$ cat src/rtl/nmos_phase_pkg.sv
// nmos_phase_pkg
// Shared definitions for the two-phase NMOS clock-enable sequencer.
//   - 3-bit state encodings and the enum built on them.
//   - timer_width(): width of the shared phase timer. It must hold the
//     largest reload value, which is max(PH1_LEN, PH2_LEN, GAP_LEN) - 1.
package nmos_phase_pkg;

    localparam logic [2:0] ST_IDLE  = 3'd0;
    localparam logic [2:0] ST_PH1   = 3'd1;
    localparam logic [2:0] ST_GAP12 = 3'd2;
    localparam logic [2:0] ST_PH2   = 3'd3;
    localparam logic [2:0] ST_GAP21 = 3'd4;

    typedef enum logic [2:0] {
        IDLE  = ST_IDLE,
        PH1   = ST_PH1,
        GAP12 = ST_GAP12,
        PH2   = ST_PH2,
        GAP21 = ST_GAP21
    } phase_state_t;

    // clog2 of the longest phase. It is never less than 1 bit, so that a
    // design where every phase has length 1 still gets a real register.
    function automatic int timer_width(input int ph1Len, input int ph2Len,
                                       input int gapLen);
        int longest;
        longest = ph1Len;
        if (ph2Len > longest) longest = ph2Len;
        if (gapLen > longest) longest = gapLen;
        return (longest < 2) ? 1 : $clog2(longest);
    endfunction

endpackage

$ cat src/rtl/nmos_phase_timer.sv
// nmos_phase_timer
// A loadable down-counter. One instance is shared by every timed state of
// the phase sequencer. It stops when it reaches zero.
// Ports:
//   i_clk    clock
//   i_rst    asynchronous active-high reset (the count clears to 0)
//   i_load   load i_value this cycle. Load takes priority over counting.
//   i_value  reload value (phase length - 1)
//   o_count  current count
//   o_zero   high when the count is 0
module nmos_phase_timer #(
    parameter int W = 1
) (
    input  logic         i_clk,
    input  logic         i_rst,
    input  logic         i_load,
    input  logic [W-1:0] i_value,
    output logic [W-1:0] o_count,
    output logic         o_zero
);

    logic [W-1:0] r_count;

    // Load on state entry, otherwise count down and stop at zero.
    always_ff @(posedge i_clk or posedge i_rst) begin
        if (i_rst) begin
            r_count <= '0;
        end else if (i_load) begin
            r_count <= i_value;
        end else if (r_count != '0) begin
            r_count <= r_count - W'(1);
        end
    end

    assign o_count = r_count;
    assign o_zero  = (r_count == '0);

endmodule

$ cat src/rtl/nmos_phase_gen.sv
// nmos_phase_gen
// Two-phase non-overlapping clock-enable sequencer. It supports free-run,
// a clean halt at the end of a cycle, and single-step operation.
// One machine cycle is the sequence PH1 -> GAP12 -> PH2 -> GAP21.
// Ports:
//   main_clk    the only clock
//   main_rst    asynchronous active-high reset
//   run         level input: free-run while high
//   step        pulse input: request one full cycle (ignored while run=1)
//   phi1/phi2   phase enables (drive C1/C2)
//   busy        high whenever the FSM is not idle
//   cycle_done  one-cycle pulse on the last cycle of each full cycle
//   step_ack    pulses with cycle_done when that cycle was a stepped one
//   cycle_cnt   completed-cycle count. Wraps silently.
module nmos_phase_gen
    import nmos_phase_pkg::*;
#(
    parameter int PH1_LEN = 2,
    parameter int PH2_LEN = 2,
    parameter int GAP_LEN = 1,
    parameter int CNT_W   = 32
) (
    input  logic             main_clk,
    input  logic             main_rst,
    input  logic             run,
    input  logic             step,
    output logic             phi1,
    output logic             phi2,
    output logic             busy,
    output logic             cycle_done,
    output logic             step_ack,
    output logic [CNT_W-1:0] cycle_cnt
);

    if (PH1_LEN < 1) begin : g_bad_ph1
        $error("PH1_LEN must be at least 1");
    end
    if (PH2_LEN < 1) begin : g_bad_ph2
        $error("PH2_LEN must be at least 1");
    end
    if (GAP_LEN < 1) begin : g_bad_gap
        $error("GAP_LEN must be at least 1");
    end
    if (CNT_W < 1) begin : g_bad_cnt
        $error("CNT_W must be at least 1");
    end

    localparam int TW = timer_width(PH1_LEN, PH2_LEN, GAP_LEN);
    localparam logic [TW-1:0] PH1_LOAD = TW'(PH1_LEN - 1);
    localparam logic [TW-1:0] PH2_LOAD = TW'(PH2_LEN - 1);
    localparam logic [TW-1:0] GAP_LOAD = TW'(GAP_LEN - 1);

    phase_state_t     r_state;
    phase_state_t     w_next_state;
    logic             w_load;
    logic [TW-1:0]    w_load_value;
    logic [TW-1:0]    w_count;
    logic             w_zero;
    logic             w_enter_ph1;
    logic             w_done_next;
    logic             r_step_pend;
    logic             r_stepped;
    logic             r_phi1;
    logic             r_phi2;
    logic             r_busy;
    logic             r_cycle_done;
    logic             r_step_ack;
    logic [CNT_W-1:0] r_cycle_cnt;

    nmos_phase_timer #(
        .W(TW)
    ) u_timer (
        .i_clk   (main_clk),
        .i_rst   (main_rst),
        .i_load  (w_load),
        .i_value (w_load_value),
        .o_count (w_count),
        .o_zero  (w_zero)
    );

    // Next-state logic. Every transition that enters a timed state also
    // reloads the shared timer with that state's length minus one.
    always_comb begin
        w_next_state = r_state;
        w_load       = 1'b0;
        w_load_value = '0;
        case (r_state)
            IDLE: begin
                if (run || r_step_pend) begin
                    w_next_state = PH1;
                    w_load       = 1'b1;
                    w_load_value = PH1_LOAD;
                end
            end
            PH1: begin
                if (w_zero) begin
                    w_next_state = GAP12;
                    w_load       = 1'b1;
                    w_load_value = GAP_LOAD;
                end
            end
            GAP12: begin
                if (w_zero) begin
                    w_next_state = PH2;
                    w_load       = 1'b1;
                    w_load_value = PH2_LOAD;
                end
            end
            PH2: begin
                if (w_zero) begin
                    w_next_state = GAP21;
                    w_load       = 1'b1;
                    w_load_value = GAP_LOAD;
                end
            end
            GAP21: begin
                if (w_zero) begin
                    if (run || r_step_pend) begin
                        w_next_state = PH1;
                        w_load       = 1'b1;
                        w_load_value = PH1_LOAD;
                    end else begin
                        w_next_state = IDLE;
                    end
                end
            end
            default: begin
                w_next_state = IDLE;
            end
        endcase
    end

    // The next cycle is the final cycle of GAP21 in one of two cases:
    // entering a 1-cycle gap from PH2, or counting the gap down from 1 to 0.
    assign w_done_next = ((r_state == PH2) && w_zero && (GAP_LEN == 1)) ||
                         ((r_state == GAP21) && (w_count == TW'(1)));

    assign w_enter_ph1 = (w_next_state == PH1) && (r_state != PH1);

    // State and registered outputs, all decoded from the next state.
    // r_stepped remembers whether the running cycle was started by a
    // queued step, so that step_ack can fire when that cycle completes.
    always_ff @(posedge main_clk or posedge main_rst) begin
        if (main_rst) begin
            r_state      <= IDLE;
            r_step_pend  <= 1'b0;
            r_stepped    <= 1'b0;
            r_phi1       <= 1'b0;
            r_phi2       <= 1'b0;
            r_busy       <= 1'b0;
            r_cycle_done <= 1'b0;
            r_step_ack   <= 1'b0;
            r_cycle_cnt  <= '0;
        end else begin
            r_state      <= w_next_state;
            r_phi1       <= (w_next_state == PH1);
            r_phi2       <= (w_next_state == PH2);
            r_busy       <= (w_next_state != IDLE);
            r_cycle_done <= w_done_next;
            r_step_ack   <= w_done_next && r_stepped;
            if (w_done_next) begin
                r_cycle_cnt <= r_cycle_cnt + CNT_W'(1);
            end
            if (w_enter_ph1) begin
                r_stepped <= r_step_pend;
            end
            if (w_enter_ph1) begin
                r_step_pend <= 1'b0;
            end else if (step && !run) begin
                r_step_pend <= 1'b1;
            end
        end
    end

    assign phi1       = r_phi1;
    assign phi2       = r_phi2;
    assign busy       = r_busy;
    assign cycle_done = r_cycle_done;
    assign step_ack   = r_step_ack;
    assign cycle_cnt  = r_cycle_cnt;

endmodule

$ cat config.mk
export PLATFORM = sky130hd
export DESIGN_NAME = nmos_phase_gen
export DESIGN_NICKNAME = d
export VERILOG_FILES = /design/src/rtl/nmos_phase_pkg.sv /design/src/rtl/nmos_phase_timer.sv /design/src/rtl/nmos_phase_gen.sv
export SDC_FILE = /design/constraint.sdc
export NUM_CORES = 1
export LEC_CHECK = 0
export ABC_AREA = 0
export BUFFER_PORTS_ARGS = -buffer_cell sky130_fd_sc_hd__buf_2
export CAP_MARGIN = 25
export CORE_UTILIZATION = 49
export DETAILED_ROUTE_END_ITERATION = 16
export GPL_ROUTABILITY_DRIVEN = 0
export PLACE_DENSITY = 0.74
export SLEW_MARGIN = 10
export SYNTH_ARGS = -nofsm -noshare
export SYNTH_HDL_FRONTEND = slang
export SYNTH_SLANG_ARGS = --single-unit
$ cat constraint.sdc
create_clock -name main_clk -period 1.35 [get_ports main_clk]
set_input_delay 0.0675 -clock main_clk [delete_from_list [all_inputs] [get_ports main_clk]]
set_output_delay 0.0675 -clock main_clk [all_outputs]
set_load 0.01 [all_outputs]
== Yosys cells after proc, flatten, opt, wreduce, memory -nomap -nowiden ==
Index checks and enable logic that the tools add are counted.
Word-level totals
  flip-flop bits (word level): 43
  input port bits: 4
  output and inout bits: 37
  logic and storage cells: 48
Cells by class
  add/sub/neg operators: 2
  equal/unequal tests: 7
  mux-type cells: 16
  bitwise gates (word level): 1
  reduce and logical (&&, ||, !) cells: 12
Operators with widths (count)
  32-bit by 1-bit adder with 32-bit output, second input constant: 1
  3-bit 2-to-1 mux: 5
  3-bit case mux with 5 select lines: 1
  3-bit by 2-bit == test with 1-bit output, second input constant: 3
  1-bit 2-to-1 mux: 8
  3-bit by 1-bit == test with 1-bit output, second input constant: 2
  1-bit case mux with 3 select lines: 2
  1-bit logical AND: 5
  3-bit == test, second input constant: 1
  3-bit zero test: 1
  3-bit by 1-bit inequality test with 1-bit output, second input constant: 1
  3-bit nonzero test: 1
  3-bit OR reduction: 1
  1-bit logical OR: 2
  2-bit nonzero test: 1
  1-bit zero test: 1
  1-bit NOT: 1
  1-bit subtractor, second input constant: 1

== Depth between registers and ports, before layout ==
  depth after elaboration: 7
  depth in mapped cells: 6
  mapped depth without buffers: 5

== Cells and area by module ==
From an unflattened synthesis, not the netlist that was laid out.
Unflattened totals
  cells, all modules: 173
  area total of the unflattened synthesis: 1989.4 um^2
By module, submodules not included
  nmos_phase_gen: instances 1, cells an instance 169, area each 1950.6 um^2, sequential area each 1051.0 um^2
  nmos_phase_timer: instances 1, cells an instance 4, area each 38.8 um^2, sequential area each 25.0 um^2

== Least setup slack after synthesis ==
Ideal clock, no wire load.
  kind: reg-to-reg
  start: register u_timer.r_count, in the netlist u_timer.o_count
  end: register r_cycle_cnt[15], in the netlist cycle_cnt[15]
  library setup time: 79 ps
  arrival time: 1394 ps
  data required time: 1271 ps
  setup slack: -124 ps
  stages on the path, launching flop included: 6
  path buffers: 1
  period minus slack after synthesis: 1474 ps
  cells stage by stage: dfrtp_1 and4bb_4 o2111ai_4 buf_6 nor3_2 xor2_1
On the way
  word-level cells in the longest chain between the ends: 3
  elaborated cells between the ends (all ways): 4
  those cells by class: 1 x bitwise; 3 x reduce/logical
Ends and longest elaborated chain
  from (decl): RTL line nmos_phase_timer.sv:22  | logic [W-1:0] r_count;
  from (signal assigned): RTL line nmos_phase_timer.sv:29  | r_count <= i_value;
  from (signal assigned): RTL line nmos_phase_timer.sv:31  | r_count <= r_count - W'(1);
  1-bit NOT: RTL line nmos_phase_timer.sv:36  | assign o_zero = (r_count == '0);
  1-bit logical AND: RTL line nmos_phase_gen.sv:135  | assign w_done_next = ((r_state == PH2) && w_zero && (GAP_LEN == 1)) ||
  1-bit logical OR (*): RTL line nmos_phase_gen.sv:135
  to (signal assigned): RTL line nmos_phase_gen.sv:162  | r_cycle_cnt <= r_cycle_cnt + CNT_W'(1);
  to (decl): RTL line nmos_phase_gen.sv:68  | logic [CNT_W-1:0] r_cycle_cnt;
Every way passes the cells marked *; elsewhere a longest branch is shown, timed or not.
A chain may end at the register's enable or synchronous reset.

== Final worst setup path ==
  start: register r_state[2]
  end: register r_cycle_cnt[21], in the netlist cycle_cnt[21]
On the way
  word-level cells in the longest chain between the ends: 3
  elaborated cells between the ends (all ways): 5
  those cells by class: 2 x eq/ne; 3 x reduce/logical
Ends and longest elaborated chain
  from (decl): RTL line nmos_phase_gen.sv:53  | phase_state_t r_state;
  from (signal assigned): RTL line nmos_phase_gen.sv:155  | r_state <= w_next_state;
  3-bit by 2-bit == test with 1-bit output / 3-bit == test (equally long branches): RTL line nmos_phase_gen.sv:135, nmos_phase_gen.sv:136
  1-bit logical AND, on equally long branches: RTL line nmos_phase_gen.sv:135, nmos_phase_gen.sv:136
  1-bit logical OR (*): RTL line nmos_phase_gen.sv:135
Marked as above.

==> flow_summary_export.csv <==
group,metric,value,unit
global_route,grt_max_degree,44,
setup_path,cp-start-kind,"flop",
power_and_ir_drop,seqPwrFrac,38.9,%
logic_synthesis,synth_most_common_cell,"dfrtp_1",
floorplan,ios,41,
routing,dr.pass1.iters,4,
floorplan,die_area,4411,um2
setup_path,crit_start,"r_state[2]$_DFF_PP0_",
timing,clock.fmax,639.5,MHz
place,dp_hpwl,3.101,mm
logic_synthesis,yosys_most_used_dff,"dfrtp_1",
setup_path,reg2reg_depth,5,
logic_synthesis,yosysTopAreaCellShare,52.92,%
logic_synthesis,netlist_top_cells_area,"dfrtp_1 53%, xor2_1 9.0%, nor3_2 6.9%",
clocking,cts_root_buf,"clkbuf_8",
logic_synthesis,synth_area,2033,um2
setup_path,path_class,"reg -> reg",
routing,drtAntennaViolNets,0,
power_and_ir_drop,switching_share,29.81,%
timing,finalClockSkew,8.000,ps
clocking,clkSinkCount,43,
clocking,cts_buffers,5,
timing,drv_slew,0,
setup_path,max_stage_delay,420,ps
power_and_ir_drop,power,4.214,mW
floorplan,rows,23,
setup_path,worstPathCellList,"and4bb_4 -> o2111ai_4 -> buf_6 -> nor3_4 -> xor2_1",
job,drv_cap,0,
power_and_ir_drop,vdd_drop_max,1411,uV
logic_synthesis,avgSynthCellArea,12.25,um2
timing,rsz0062_at_grt,"true",
routing,drt-initial-drc-count,57,
logic_synthesis,syn_nets,171,
global_route,first_global_vias,1597,
place,place_ws,-213.5,ps
clocking,clkLatencyLatePin,290,ps
global_route,antenna_found_initial,0,
setup_path,critPathArrivalTime,1780,ps
setup_path,regToRegSetupSlack,-210,ps
power_and_ir_drop,pwr-share-clk,24.4,%
timing,final.setup.tns,-4863,ps
place,placedCellCount,290,
logic_synthesis,ys_seq_elements,43,
layout,num-fill-cells,288,
setup_path,critPathCapture,"cycle_cnt[21]$_DFFE_PP0N_",
routing,routed_via_density,5.265,
timing,fin_crit_sh,115.8,%
power_and_ir_drop,switching_power,1.256,mW
floorplan,initial_utilization,50.83,%
logic_synthesis,synth_warnings,0,
timing,period_needed,1564,ps
worst_hold_path,hold_class,"in -> reg",
setup_path,r2r_start,"r_state[2]$_DFF_PP0_",
logic_synthesis,synth_cells,166,
power_and_ir_drop,p_per_area,1461,nW/um2
logic_synthesis,yosysSeqAreaShare,52.92,%
clocking,cts_buffer_depth,2,
layout,antenna_cells,0,
status,violations,"setup timing",
layout,multi_input_area,1050,um2
setup_path,critical_path.max_fanout,6,
setup_path,reg2reg_to,"cycle_cnt[21]$_DFFE_PP0N_",
floorplan,fp.coreArea,4000,um2
logic_synthesis,synthArstFlopShare,100.0,%
setup_path,cp.required,1560,ps
routing,drt_drc_violations_left,0,
logic_synthesis,synth-edff-count,0,
logic_synthesis,synth_top_area_cell,"dfrtp_1",
clocking,h-tree-depth,2,
timing,finalSetupViolCount,36,
floorplan,dieHeight,66.42,um
routing,wire_per_inst,15.13,um
logic_synthesis,ys_types,33,
status,status,"complete, but fails checks",
place,port_buffers,40,
clocking,clkSlewWorstSetupHoldPaths,80,ps
timing,worst_slew_pin_slew,472.2,ps
timing,max_slew_margin,68.43,%
global_route,overflow,0,
layout,nNetsFinal,256,
routing,wl,4.569,mm
layout,finalNonFillerCells,302,
timing,finalHoldViolCount,0,
timing,finalWorstSetupSlack,-213.7,ps
clocking,cts_tree,"built",
layout,register_area,1079,um2
layout,area_growth,41.91,%
power_and_ir_drop,p_leak,1.611,nW
floorplan,die_x,66.42,um
layout,final_core_util,72.13,%
logic_synthesis,yosys-top-cells-count,"43 x dfrtp_1, 21 x xor2_1, 14 x nor3_2",
routing,vias,1590,
layout,drive_gt1_share,53.97,%
power_and_ir_drop,intPower,2.958,mW
setup_path,crit_path_end_kind,"flop",
global_route,grt_usage,22.85,%
setup_path,slowest_stage,"and4bb_4",
power_and_ir_drop,combPwrFrac,36.7,%
global_route,grt_first_pass_wirelength,7.514,mm
-- power groups by stage --
stage	Clock, mW	Sequential [mW]	Combinational [mW]
2_1_floorplan	0	1.76	0.601
3_3_place_gp	0	1.64	1.26
3_5_place_dp	0	1.66	1.32
4_1_cts	1.04	1.64	1.45
5_1_grt	1.10	1.66	1.66
6_report	1.03	1.64	1.55
-- cells in the final DEF, fill, tap and decap left out, drive strengths merged, types with 2 or more instances in the layout --
master  Yosys  layout
nand4       7       7
inv         5       5
nor3b       3       3
and2        2       2
nor2        9       9
nor3       14      14
xor2       21      21
mux2        2       2
xnor2      11      11
and3        7       7
o211ai      1       2
nand3       6       6
and4        4       4
or2         2       2
nand2      12      12
dfrtp      43      43
and4bb      2       2
buf         5      81
clkbuf      0       6
-- through the flow --
stage | hold slack [ps] | instance area, um2
after floorplan | 215.7 | 2074
after global placement | 140.7 | 2605
after detailed placement | 151.4 | 2605
after CTS | 25.60 | 2843
after global routing | 93.74 | 2885
final | 47.82 | 2885
-- worst max-delay path: cells and delay by family (launching register included) --
family	cells	cell delay (ps)
AND/OR/NAND/NOR	2	530
flip-flops	1	410
buffers and inverters	1	200
XOR/XNOR	1	180
AO/OA/AOI/OAI	1	160
-- layer usage --
layer	track usage (%)	vias to the layer above	wire [um]
met2	38.52	42	2285
li1	-	744	-
met1	29.68	797	2033
met3	4.310	7	179
met4	6.915	0	71
met5	0	-	0
-- worst min path at each step --
| stage | from | to | depth (start not counted) |
|---|---|---|---|
| floorplan | step | r_step_pend$_DFFE_PP0P_ | 2 |
| global placement | main_rst | cycle_cnt[13]$_DFFE_PP0N_ | 3 |
| detailed placement | main_rst | phi2$_DFF_PP0_ | 3 |
| CTS | step | r_step_pend$_DFFE_PP0P_ | 3 |
| global route | step | r_step_pend$_DFFE_PP0P_ | 3 |
| finish | step | r_step_pend$_DFFE_PP0P_ | 3 |
-- area by class of cell --
type / count / area share (%)
flip-flops and latches: 43 / 37.38
multi-input cells: 114 / 36.38
repair buffers: 82 / 19.34
clock buffers: 6 / 2.862
well taps: 50 / 2.168
clock inverters: 2 / 1.214
inverters: 5 / 0.6505
-- logic make-up after synthesis --
kind of cell               share of synthesized area (%)
DFF                                                52.92
adders and majority gates                         0.6153
AOI/OAI and AO/OA                                  3.323
xor gates and xnor gates                           13.78
muxes                                              1.600
buffers and inverters                              3.015
and+or+nand+nor                                    24.74
-- registers in the layout, summed over array words and instances, names as in the netlist --
register and count:
busy 1, cycle_cnt 32, cycle_done 1, phi1 1, phi2 1, r_state 3
r_step_pend 1, r_stepped 1, step_ack 1, u_timer.o_count 1
-- timing repair --
action                                 4_1_cts  5_1_grt
pin swaps                                   15        8
cloned                                       1        0
hold buffers                                 1        0
gates resized for setup                     17        9
setup endpoints to repair                   38       38
setup buffers                                1        1
endpoints found under the hold margin       43        0
(Power assumes the default switching activity.)
